**src/rtl/synth_pkg.sv**
```systemverilog
// synth_pkg: shared widths, FSM states and voice record for the voice allocator.
package synth_pkg;
  localparam int NOTE_W = 7;
  localparam int VEL_W = 7;
  localparam int SYS_CLOCK_FREQ = 50000000;
  localparam int VOICE_DIV_W = $clog2(SYS_CLOCK_FREQ) + 1;
  localparam int VOICE_AGE_W = 4;
  typedef enum logic [1:0] {IDLE, SELECT, COMMIT} va_state_t;
  typedef struct packed {
    logic [NOTE_W-1:0]      note;
    logic [VEL_W-1:0]       vel;
    logic [VOICE_DIV_W-1:0] div;
    logic [VOICE_AGE_W-1:0] age;
    logic                   gate;
    logic                   held;
  } voice_t;
endpackage

```
**src/rtl/voice_select.sv**
```systemverilog
// voice_select: combinational finder for the target voice (note match, free slot, or oldest).
module voice_select import synth_pkg::*; #(
  parameter int NUM_VOICES = 4,
  parameter int AGE_W = 4,
  localparam int IDX_W = $clog2(NUM_VOICES)
) (
  input  logic [NUM_VOICES-1:0] active_i,
  input  logic [NOTE_W-1:0]     note_i [NUM_VOICES],
  input  logic [AGE_W-1:0]      age_i [NUM_VOICES],
  input  logic                  req_on_i,
  input  logic [NOTE_W-1:0]     req_note_i,
  output logic [IDX_W-1:0]      idx_o,
  output logic                  found_o,
  output logic                  is_steal_o
);
  logic [IDX_W-1:0] match_idx, free_idx, old_idx;
  logic match_found, free_found;
  always_comb begin
    match_idx = '0;
    free_idx = '0;
    old_idx = '0;
    match_found = 1'b0;
    free_found = 1'b0;
    for (int i = NUM_VOICES - 1; i >= 0; i--) begin
      if (active_i[i] && note_i[i] == req_note_i) begin
        match_found = 1'b1;
        match_idx = IDX_W'(i);
      end
      if (!active_i[i]) begin
        free_found = 1'b1;
        free_idx = IDX_W'(i);
      end
    end
    // strict compare keeps the lowest index on age ties
    for (int i = 1; i < NUM_VOICES; i++)
      if (age_i[i] > age_i[old_idx]) old_idx = IDX_W'(i);
  end
  assign found_o = req_on_i || match_found;
  assign is_steal_o = req_on_i && !match_found && !free_found;
  assign idx_o = match_found ? match_idx : !req_on_i ? '0 : free_found ? free_idx : old_idx;
endmodule

```
**src/rtl/voice_allocator.sv**
```systemverilog
// voice_allocator: maps note-on/off requests onto NUM_VOICES tone voices, stealing the oldest when full.
// Define VOICE_SUSTAIN_EN to add the sustain_in pedal port and per-voice held bits.
module voice_allocator import synth_pkg::*; #(
  parameter int NUM_VOICES = 4,
  parameter int DIV_W = 27,
  parameter int AGE_W = 4
) (
  input  logic                        clock,
  input  logic                        clr_n,
  input  logic                        req_valid,
  output logic                        req_ready,
  input  logic                        req_on,
  input  logic [NOTE_W-1:0]           req_note,
  input  logic [VEL_W-1:0]            req_vel,
  input  logic [DIV_W-1:0]            req_div,
  input  logic                        panic,
`ifdef VOICE_SUSTAIN_EN
  input  logic                        sustain_in,
`endif
  output logic [NUM_VOICES*DIV_W-1:0] voice_div,
  output logic [NUM_VOICES*VEL_W-1:0] voice_vel,
  output logic [NUM_VOICES-1:0]       voice_gate,
  output logic [NUM_VOICES-1:0]       voice_restart,
  output logic                        steal,
  output logic                        err
);
  localparam int IDX_W = $clog2(NUM_VOICES);
  localparam logic [AGE_W-1:0] AGE_MAX = '1;
  va_state_t state_q, state_d;
  logic up_q;
  logic rq_on_q, rq_on_d;
  logic [NOTE_W-1:0] rq_note_q, rq_note_d;
  logic [VEL_W-1:0] rq_vel_q, rq_vel_d;
  logic [DIV_W-1:0] rq_div_q, rq_div_d;
  logic [IDX_W-1:0] sel_idx_q, sel_idx_d, sel_idx;
  logic sel_found_q, sel_found_d, sel_found;
  logic sel_steal_q, sel_steal_d, sel_steal;
  logic [NOTE_W-1:0] note_q [NUM_VOICES], note_d [NUM_VOICES];
  logic [VEL_W-1:0] vel_q [NUM_VOICES], vel_d [NUM_VOICES];
  logic [DIV_W-1:0] div_q [NUM_VOICES], div_d [NUM_VOICES];
  logic [AGE_W-1:0] age_q [NUM_VOICES], age_d [NUM_VOICES];
  logic [NUM_VOICES-1:0] gate_q, gate_d, restart_q, restart_d;
  logic steal_q, steal_d, err_q, err_d;
`ifdef VOICE_SUSTAIN_EN
  logic [NUM_VOICES-1:0] held_q, held_d;
  logic sus_q;
`endif

  voice_select #(.NUM_VOICES(NUM_VOICES), .AGE_W(AGE_W)) u_sel (
    .active_i(gate_q), .note_i(note_q), .age_i(age_q), .req_on_i(rq_on_q),
    .req_note_i(rq_note_q), .idx_o(sel_idx), .found_o(sel_found), .is_steal_o(sel_steal)
  );

  assign req_ready = up_q && state_q == IDLE && !panic;

  always_comb begin
    state_d = state_q;
    rq_on_d = rq_on_q;
    rq_note_d = rq_note_q;
    rq_vel_d = rq_vel_q;
    rq_div_d = rq_div_q;
    sel_idx_d = sel_idx_q;
    sel_found_d = sel_found_q;
    sel_steal_d = sel_steal_q;
    note_d = note_q;
    vel_d = vel_q;
    div_d = div_q;
    age_d = age_q;
    gate_d = gate_q;
    restart_d = '0;
    steal_d = 1'b0;
    err_d = 1'b0;
`ifdef VOICE_SUSTAIN_EN
    held_d = held_q;
    // pedal release lands before any same-cycle commit
    if (sus_q && !sustain_in)
      for (int i = 0; i < NUM_VOICES; i++)
        if (held_d[i]) begin
          gate_d[i] = 1'b0;
          held_d[i] = 1'b0;
          age_d[i] = '0;
        end
`endif
    case (state_q)
      IDLE: if (req_valid && req_ready) begin
        rq_on_d = req_on;
        rq_note_d = req_note;
        rq_vel_d = req_vel;
        rq_div_d = req_div;
        state_d = SELECT;
      end
      SELECT: begin
        sel_idx_d = sel_idx;
        sel_found_d = sel_found;
        sel_steal_d = sel_steal;
        state_d = COMMIT;
      end
      default: begin
        state_d = IDLE;
        if (rq_on_q && rq_div_q == '0) err_d = 1'b1;
        else if (rq_on_q) begin
          for (int i = 0; i < NUM_VOICES; i++)
            if (gate_d[i]) age_d[i] = (age_d[i] == AGE_MAX) ? age_d[i] : age_d[i] + 1'b1;
          note_d[sel_idx_q] = rq_note_q;
          vel_d[sel_idx_q] = rq_vel_q;
          div_d[sel_idx_q] = rq_div_q;
          gate_d[sel_idx_q] = 1'b1;
          age_d[sel_idx_q] = '0;
          restart_d[sel_idx_q] = 1'b1;
          steal_d = sel_steal_q;
`ifdef VOICE_SUSTAIN_EN
          held_d[sel_idx_q] = 1'b0;
`endif
        end else if (sel_found_q) begin
`ifdef VOICE_SUSTAIN_EN
          if (sustain_in) held_d[sel_idx_q] = 1'b1;
          else begin
            gate_d[sel_idx_q] = 1'b0;
            age_d[sel_idx_q] = '0;
          end
`else
          gate_d[sel_idx_q] = 1'b0;
          age_d[sel_idx_q] = '0;
`endif
        end
      end
    endcase
    if (panic) begin
      state_d = IDLE;
      gate_d = '0;
      age_d = '{default: '0};
      restart_d = '0;
      steal_d = 1'b0;
      err_d = 1'b0;
`ifdef VOICE_SUSTAIN_EN
      held_d = '0;
`endif
    end
  end

  always_ff @(posedge clock or negedge clr_n) begin
    if (!clr_n) begin
      state_q <= IDLE;
      up_q <= 1'b0;
      rq_on_q <= 1'b0;
      rq_note_q <= '0;
      rq_vel_q <= '0;
      rq_div_q <= '0;
      sel_idx_q <= '0;
      sel_found_q <= 1'b0;
      sel_steal_q <= 1'b0;
      note_q <= '{default: '0};
      vel_q <= '{default: '0};
      div_q <= '{default: '0};
      age_q <= '{default: '0};
      gate_q <= '0;
      restart_q <= '0;
      steal_q <= 1'b0;
      err_q <= 1'b0;
`ifdef VOICE_SUSTAIN_EN
      held_q <= '0;
      sus_q <= 1'b0;
`endif
    end else begin
      state_q <= state_d;
      up_q <= 1'b1;
      rq_on_q <= rq_on_d;
      rq_note_q <= rq_note_d;
      rq_vel_q <= rq_vel_d;
      rq_div_q <= rq_div_d;
      sel_idx_q <= sel_idx_d;
      sel_found_q <= sel_found_d;
      sel_steal_q <= sel_steal_d;
      note_q <= note_d;
      vel_q <= vel_d;
      div_q <= div_d;
      age_q <= age_d;
      gate_q <= gate_d;
      restart_q <= restart_d;
      steal_q <= steal_d;
      err_q <= err_d;
`ifdef VOICE_SUSTAIN_EN
      held_q <= held_d;
      sus_q <= sustain_in;
`endif
    end
  end

  for (genvar g = 0; g < NUM_VOICES; g++) begin : g_out
    assign voice_div[g*DIV_W +: DIV_W] = div_q[g];
    assign voice_vel[g*VEL_W +: VEL_W] = vel_q[g];
  end
  assign voice_gate = gate_q;
  assign voice_restart = restart_q;
  assign steal = steal_q;
  assign err = err_q;
endmodule
```
**config.mk**
```make
export PLATFORM = sky130hd
export DESIGN_NAME = voice_allocator
export DESIGN_NICKNAME = d
export VERILOG_FILES = /design/src/rtl/synth_pkg.sv /design/src/rtl/voice_select.sv /design/src/rtl/voice_allocator.sv
export SDC_FILE = /design/constraint.sdc
export NUM_CORES = 1
export LEC_CHECK = 0
export BUFFER_PORTS_ARGS = -buffer_cell sky130_fd_sc_hd__buf_4
export CAP_MARGIN = 20
export CORE_MARGIN = 10
export CORE_UTILIZATION = 50
export CTS_BUF_LIST = sky130_fd_sc_hd__clkbuf_8 sky130_fd_sc_hd__clkbuf_16
export DETAILED_ROUTE_END_ITERATION = 7
export PLACE_DENSITY_LB_ADDON = 0.15
export SLEW_MARGIN = 20
export SYNTH_ARGS = -nofsm -noshare
export SYNTH_HDL_FRONTEND = slang
export SYNTH_SLANG_ARGS = --single-unit
export TNS_END_PERCENT = 30
```
**constraint.sdc**
```tcl
create_clock -name clock -period 4.1 [get_ports clock]
set_input_delay 0.615 -clock clock [delete_from_list [all_inputs] [get_ports clock]]
set_output_delay 0.615 -clock clock [all_outputs]
set_load 0.005 [all_outputs]
```
==> qor.txt, run 1 <==
Worst-Skew Late Latency: 0.53 ns
critical path launch point type: register
Placed Cells: 1227
Power Density: 448 nW/um^2
Worst Path Max Fanout: 5
worst vdd ir: 0.000362 V
Vias: 6779
Routed WL per cell: 19.8 microns
cells on worst reg2reg path: 19
final WL: 25400 microns
Nets: 1056
arrival time worst endpoint: 4.42 ns
gpl congestion: 0.816
Period minus WS final: 4.01 ns
root buf cell: clkbuf_16
initial antenna violation count: 0
Leakage: 6.74 nW
antenna diode count: 0
grt peak-use layer: met2
Synth Instances: 790
Least-Margin Pin Slew: 0.854 ns
vias in the first global route: 7161
most frequent cells in the layout: dfrtp_1, buf_4, nand2_1
count of cell types in the netlist: 49
Clock Sinks: 239
Crit Path Category: register to register
DRC: 0
CP top delay family: compound AO/OA/AOI/OAI gates
critical path, cell by cell: inv_2 > ha_4 > nor2b_1 > o211ai_1 > a21oi_4 > nor2_2 > a21oi_2 > ha_1 > nor2b_2 > o211ai_1 > a21oi_4 > mux2_4 > ha_4 > a21oi_2 > nor2b_1 > o32a_1 > or3_1 > a31oi_1 > o21ai_1
largest net degree at the start of global routing: 105
RSZ-0062 raised after global routing: true
Ys Warns: 0
Main synth FF type: dfrtp_1
dominant cell type by area after synthesis: dfrtp_1
number of buffers created by CTS: 26
Crit Reg-Reg Startpoint: age_q[13]
asr flop ratio synth: 100%
Post-synth EDFFs: 0
crit end category: register
share of cells above drive strength 1: 38.1%
DIE HEIGHT: 162 microns
post-synth top area share: 59.2%
Via density: 5.30
CTS tree: yes
Post-DP HPWL: 17100 microns
Reg clk slew, reported paths: 0.06 ns
Finish-stage setup viols: 0
Req. time, crit path: 4.51 ns
syn nets: 852
Area Growth Syn to Fin: 27.4%
non-filler cells, final: 1279
endpoints failing hold: 0
grt met1 use: 23.4%
Slew HR: 42.5%
ranking of synthesized cells by area: dfrtp_1, mux2_2, mux2_1
Worst Path Buf+Inv: 1
die width: 162 microns
overall routing resource usage: 19.0%
gr ovfl total: 0
Avg Inst Size Synth: 12.8 sq um
CTS Buffer Depth: 3
die area: 26300 sq um
Post-DRT Antenna Nets: 0
final period utilization: 97.8%
reg-to-reg slack, setup: 0.09 ns
FF-to-FF End: sel_idx_q[1]
synthesized flop and latch total: 239
MaxCap Viol Count: 0
met3 usage in global routing: 6.09%
Largest stage delay, worst path: 0.40 ns
CTS Hold Bufs: 0
std cell rows: 51
hold_ws: 0.114 ns
status: finished clean
worst hold-check path type: input port to asynchronous set/reset pin
violation count after the first detailed-routing iteration: 442
CP max-delay cell: dfrtp_1
Cell Area, Synth: 10100 sq um
Initial Util: 51.4%
first-pass GRT wire length: 40300 microns
# fillers: 1592
FMAX: 249 MHz
grt met2 use: 31.9%
Port-buffer cells: 192
DR pass1 iterations: 4
core box area: 19700 sq um
Final Slew Violations: 0
most common cell after layout, fill and taps aside: dfrtp_1
H-tree depth: 1
register area share after synthesis: 59.2%
Ports: 193
Fin Clk Skew: 0.0151 ns
state kept, by name, summed over array words and instances (netlist names):
| register | cells |
|---|---|
| voice_restart | 4 |
| rq_note_q | 7 |
| sel_steal_q | 1 |
| voice_vel | 28 |
| steal | 1 |
| voice_gate | 4 |
| rq_div_q | 27 |
| voice_div | 108 |
| sel_idx_q | 2 |
| age_q | 16 |
| rq_vel_q | 7 |
| err | 1 |
| note_q | 28 |
| sel_found_q | 1 |
| up_q | 1 |
| rq_on_q | 1 |
| state_q | 2 |
worst reg2reg max path: cells and delay by family, from the launching register on:
| kind | cells | cell delay (ns) |
|---|---|---|
| adders and majority gates | 3 | 0.76 |
| AOI/OAI and AO/OA | 9 | 1.53 |
| buffers and inverters | 1 | 0.09 |
| muxes | 1 | 0.33 |
| DFF | 1 | 0.40 |
| and+or+nand+nor | 5 | 0.81 |
layout make-up:
type,count,area (sq um),share of cell area [%]
clock inverter,18,216,1.68
multi-input combinational,503,3970,30.8
timing repair buffer,212,1630,12.6
tap,265,332,2.58
sequential,239,5980,46.4
clock buffer,30,706,5.48
inverter,12,45.0,0.350
per-layer routing:
metal  wire, microns  share of wire [%]
met1           10400                 41
met2           12600                 50
met3            1950                7.7
met4             486                1.9
met5               0                  0
per-stage QoR:
stage                     utilization (%)  TNS, ns  setup slack [ns]  power [mW]  area [sq um]
final                                65.5        0            0.0899        5.76         12900
after global routing                 65.5   -0.185            -0.107        6.01         12900
after CTS                            64.9        0            0.0201        5.82         12800
after floorplan                         -        0             0.107        3.00         10100
after global placement               60.1        0            0.0308        3.35         11800
after detailed placement             60.1  -0.0546           -0.0484        3.36         11800
what timing repair did:
action,4_1_cts,5_1_grt
pin swaps,1,9
endpoints found under the setup margin,2,2
setup buffers,2,2
resized for setup,2,22
Yosys cell counts (6+ instances only):
cell,instances
ha_1,16
nor2_1,25
xor2_1,7
nand4_1,8
a31oi_1,6
mux2_1,69
nor4_1,8
o21ai_0,10
dfrtp_1,239
nor2b_1,6
buf_6,13
xnor2_1,24
mux2_2,99
a21oi_1,17
nand2_1,135
nor3_1,14
clkbuf_1,17
inv_1,11
nand3_1,6
report_power, final:
group / switching, mW / total (mW) / internal, mW
clock: 0.963 / 2.45 / 1.49
combinational: 0.243 / 0.551 / 0.307
sequential: 0.214 / 2.76 / 2.54
total: 1.42 / 5.76 / 4.34
how the worst max path moves through the flow:
stage	startpoint	end	slack, ns	cells past startpoint
after floorplan	age_q[9]	sel_idx_q[1]	0.11	16
after global placement	age_q[13]	sel_idx_q[1]	0.03	17
after detailed placement	age_q[13]	sel_idx_q[1]	-0.05	19
after CTS	age_q[14]	sel_idx_q[1]	0.02	16
after global routing	age_q[13]	sel_idx_q[1]	-0.11	19
final	age_q[13]	sel_idx_q[1]	0.09	19
cells by family after synthesis:
logic type	share of synthesized area, %
fa+ha+maj	1.98
other cells	0.0371
compound gates	3.74
mux	19.0
buf+inv	2.81
flops	59.2
xor+xnor	2.69
simple gates	10.6
(Power assumes the default switching activity.)
==> run 2: changes to the inputs <==
- REMOVE_ABC_BUFFERS: not set -> 1
==> run 2 against run 1 <==
Non-clock buffer count up 5. Final cell count up 0.23%. Largest cell class unchanged. Power up 0.92%. Critical endpoint unchanged. Fmax about the same. Core utilization up 0.41 points. Critical path depth up 4. Global-route usage up 0.21 points. Combinational power about the same. Routed wire length up 1.1%.
==> qor.txt, run 2 (synthesis results as in run 1) <==
status: finished clean
first-pass GRT wire length: 40500 microns
Sw Ratio: 23.9%
most common cell after layout, fill and taps aside: dfrtp_1
number of buffers created by CTS: 26
Port-buffer cells: 192
Area Growth Syn to Fin: 28.2%
Setup WS post-layout: 0.0935 ns
Finish-stage setup viols: 0
H-tree depth: 1
final period utilization: 97.7%
FF-to-FF End: sel_idx_q[1]
Int Pwr: 4.42 mW
DR pass1 iterations: 4
hold_ws: 0.0266 ns
FMAX: 250 MHz
Fin Clk Skew: 0.00786 ns
core box area: 19700 sq um
RSZ-0062 raised after global routing: true
overall routing resource usage: 19.2%
Crit Reg-Reg Startpoint: age_q[13]
DRC: 0
Layout Utilization: 65.9%
vias in the first global route: 7193
CTS Hold Bufs: 0
Worst-Skew Late Latency: 0.53 ns
Req. time, crit path: 4.51 ns
reg-to-reg slack, setup: 0.09 ns
Clock Sinks: 239
CTS Buffer Depth: 3
std cell rows: 51
arrival time worst endpoint: 4.42 ns
final WL: 25700 microns
DIE HEIGHT: 162 microns
Comb power frac: 9.5%
gr ovfl total: 0
endpoints failing hold: 0
worst vdd ir: 0.000344 V
antenna diode count: 0
largest net degree at the start of global routing: 92
Period minus WS final: 4.01 ns
Ports: 193
share of cells above drive strength 1: 38.3%
Initial Util: 51.4%
critical path launch point type: register
worst hold-check path type: input port to asynchronous set/reset pin
CTS tree: yes
cells on worst reg2reg path: 23
violation count after the first detailed-routing iteration: 277
Worst Path Max Fanout: 7
most frequent cells in the layout: dfrtp_1, buf_4, nand2_1
Cell Area, Placed: 11800 sq um
Nets: 1061
Crit Path Category: register to register
clock power share: 43.1%
Post-DRT Antenna Nets: 0
Final Slew Violations: 0
crit end category: register
Setup WS pre-CTS: -0.207 ns
Slew HR: 44.4%
Vias: 6841
die width: 162 microns
Psw: 1.39 mW
MaxCap Viol Count: 0
Power Density: 449 nW/um^2
Via density: 5.34
root buf cell: clkbuf_16
Seq pwr share: 47.4%
Reg clk slew, reported paths: 0.06 ns
max reg flops: 108
Post-DP HPWL: 17000 microns
die area: 26300 sq um
gpl congestion: 0.838
design area: 13000 sq um
initial antenna violation count: 0
Leakage: 6.78 nW
Routed WL per cell: 20.0 microns
Least-Margin Pin Slew: 0.834 ns
-- run 2: metal layers --
layer	track usage [%]	up-vias	part of all wire, %
li1	-	3171	-
met5	0	-	0
met1	23.9	3458	41
met4	4.43	0	1.9
met3	7.46	34	8.8
met2	30.9	178	48
-- run 2: stage by stage --
| step | power (mW) | cells | setup TNS (ns) |
|---|---|---|---|
| final | 5.82 | 1282 | 0 |
| after CTS | 5.88 | 1278 | 0 |
| after floorplan | 2.99 | 754 | -0.225 |
| after detailed placement | 3.36 | 1230 | -0.352 |
| after global routing | 6.07 | 1282 | -0.171 |
| after global placement | 3.34 | 1230 | -0.0959 |
-- run 2: worst max-delay path by stage --
stage                        end  cells past startpoint  slack [ns]      start
finish              sel_idx_q[1]                     23        0.09  age_q[13]
global route        sel_idx_q[1]                     23       -0.11  age_q[13]
CTS                 sel_idx_q[1]                     20        0.02  age_q[13]
detailed placement  sel_idx_q[1]                     19       -0.21  age_q[13]
global placement    sel_idx_q[1]                     19       -0.07  age_q[13]
floorplan           sel_idx_q[1]                     15       -0.14  age_q[11]
-- run 2: power groups by stage --
stage | clock network (mW) | logic, mW | registers (mW)
5_1_grt | 2.66 | 0.616 | 2.79
4_1_cts | 2.56 | 0.567 | 2.76
6_report | 2.51 | 0.552 | 2.76
3_3_place_gp | 0 | 0.555 | 2.79
2_1_floorplan | 0 | 0.250 | 2.74
3_5_place_dp | 0 | 0.563 | 2.79
-- run 2: cell type report --
class                      count  area [sq um]
sequential                   239          5980
inverter                      12          45.0
tap                          265           332
fill                        1539          6700
clock inverter                11           174
multi-input combinational    503          3970
timing repair buffer         217          1680
clock buffer                  35           774
-- run 2: critical path: stages, from the launching register on --
cell	delay [ns]
dfrtp_1	0.37
inv_2	0.06
ha_4	0.26
nor2b_4	0.12
o211ai_1	0.11
a21oi_2	0.21
buf_6	0.17
nor2_4	0.04
a21oi_2	0.13
ha_1	0.26
nor2b_4	0.13
o211ai_1	0.24
a21oi_4	0.12
buf_4	0.15
buf_4	0.12
buf_4	0.13
nor2_2	0.09
a21oi_2	0.05
ha_2	0.32
inv_1	0.04
o32a_1	0.17
or3_1	0.35
a31oi_1	0.17
o21ai_1	0.08
-- run 2: repair_timing --
item | 4_1_cts | 5_1_grt
setup endpoints to repair | 2 | 2
buffers inserted | 2 | 4
resized for setup | 4 | 21
pin swaps | 2 | 9
==> run 3: changes to the inputs <==
- RECOVER_POWER: not set -> 25
==> run 3 against run 2 <==
The flow now finishes with violations (max-capacitance violations, max-slew violations). Die area did not move. Critical path depth did not move. Sequential share of layout area barely moved. Flip-flop and latch count did not move. Largest cell class unchanged.
==> qor.txt, run 3 (synthesis results as in run 1) <==
register area: 5980 sq um
Placed Cells: 1230
Initial Util: 51.4%
CTS Hold Bufs: 0
Worst-Skew Late Latency: 0.53 ns
clock power share: 43.2%
gr ovfl total: 0
crit end category: register
Routed WL per cell: 20.0 microns
Hold Path Origin: req_div[26]
Reg clk slew, reported paths: 0.06 ns
endpoints failing hold: 0
std cell rows: 51
arrival time worst endpoint: 4.42 ns
Cell Area, Placed: 11800 sq um
Sw Ratio: 23.9%
number of buffers created by CTS: 26
non-filler cells, final: 1282
Critical path origin: age_q[13]
Finish-stage setup viols: 0
Least-Margin Pin Slew: 3.35 ns
Post-DP HPWL: 17000 microns
DIE HEIGHT: 162 microns
multi-input logic area: 3970 sq um
most frequent cells in the layout: dfrtp_1, buf_4, nand2_1
Nets: 1061
Worst Path Max Fanout: 7
share of cells above drive strength 1: 38.2%
die width: 162 microns
Int Pwr: 4.42 mW
Largest stage delay, worst path: 0.37 ns
Final Power: 5.82 mW
die area: 26300 sq um
Area Growth Syn to Fin: 28.1%
max reg flops: 108
CP top delay family: compound AO/OA/AOI/OAI gates
critical path launch point type: register
Post-DRT Antenna Nets: 0
core box area: 19700 sq um
DRC: 0
overall routing resource usage: 19.2%
Port-buffer cells: 192
Crit Reg-Reg Startpoint: age_q[13]
hold_ws: 0.276 ns
FMAX: 250 MHz
metal2 WL: 12300 microns
initial antenna violation count: 0
# fillers: 1543
antenna diode count: 0
Clock Sinks: 239
Power Density: 449 nW/um^2
RSZ-0062 raised after global routing: true
Fin Clk Skew: 0.00786 ns
uppermost routed layer: met4
Comb power frac: 9.5%
worst hold-check path type: input port to register
Req. time, crit path: 4.51 ns
first-pass GRT wire length: 40500 microns
Setup WS pre-CTS: -0.207 ns
Slew HR: -124%
Final Slew Violations: 76
TNS Setup: 0 ns
met3 wire length: 2260 microns
root buf cell: clkbuf_16
status: complete, but fails checks
Ports: 193
violated checks: max-capacitance violations, max-slew violations
Layout Utilization: 65.9%
M1 wire length: 10600 microns
Period minus WS final: 4.01 ns
Min-Delay Path Depth: 3
cells on worst reg2reg path: 23
Crit Path Category: register to register
DR pass1 iterations: 4
CP Depth: 23
reg-to-reg slack, setup: 0.09 ns
worst vdd ir: 0.000344 V
Via density: 5.34
H-tree depth: 1
largest net degree at the start of global routing: 92
Worst Path Buf+Inv: 6
final period utilization: 97.7%
CTS Buffer Depth: 3
Setup WS post-layout: 0.0935 ns
final WL: 25700 microns
critical path, cell by cell: inv_2 > ha_4 > nor2b_4 > o211ai_1 > a21oi_2 > buf_6 > nor2_4 > a21oi_2 > ha_1 > nor2b_4 > o211ai_1 > a21oi_4 > buf_4 > buf_4 > buf_4 > nor2_2 > a21oi_2 > ha_2 > inv_1 > o32a_1 > or3_1 > a31oi_1 > o21ai_1
MaxCap Viol Count: 1
gpl congestion: 0.838
Leakage: 6.78 nW
vias in the first global route: 7193
CP max-delay cell: dfrtp_1
Vias: 6840
CTS tree: yes
Seq pwr share: 47.4%
Psw: 1.39 mW
most common cell after layout, fill and taps aside: dfrtp_1
violation count after the first detailed-routing iteration: 277
design area: 12900 sq um
==> run 3: cell types whose count changed in the layout (fill, tap and decap cells not counted) <==
cell / change
buf_12: -1
dlymetal6s4s_1: +1
buf_8: -1
buf_6: +1
==> run 3: final timing paths <==
path / to
setup / recovery: sel_idx_q[1]
hold / removal: rq_div_q[26]
setup reg to reg: sel_idx_q[1]
hold reg to reg: voice_vel[11]
max in group asynchronous: voice_vel[21]
min in group asynchronous: note_q[19]
==> run 3: per-layer routing <==
layer	vias up	GRT usage (%)
met4	0	4.43
met2	178	30.9
met5	-	0
met3	34	7.46
li1	3171	-
met1	3457	23.9
==> run 3: power by group through the flow <==
stage	Clock, mW	Combinational, mW	Sequential [mW]
after global placement	0	0.555	2.79
after global routing	2.66	0.615	2.79
final	2.51	0.550	2.76
after CTS	2.56	0.567	2.76
after floorplan	0	0.250	2.74
after detailed placement	0	0.563	2.79
==> run 3: worst min-delay path, cell delays in order <==
cell and delay (ns):
buf_4 0.08, nand2_1 0.04, nand2_1 0.04
==> run 3: repair_timing <==
action,4_1_cts,5_1_grt
resized for setup,4,21
pin swaps,2,9
setup buffers,2,4
endpoints found under the hold margin,0,0
endpoints found under the setup margin,2,2
==> run 3: layout make-up <==
cell class	count	area share (%)
Timing Repair Buffer	217	12.9
Clock inverter	11	1.34
Inverter	12	0.348
Tap cell	265	2.56
Multi-Input combinational cell	503	30.7
Sequential cell	239	46.2
Clock buffer	35	5.98
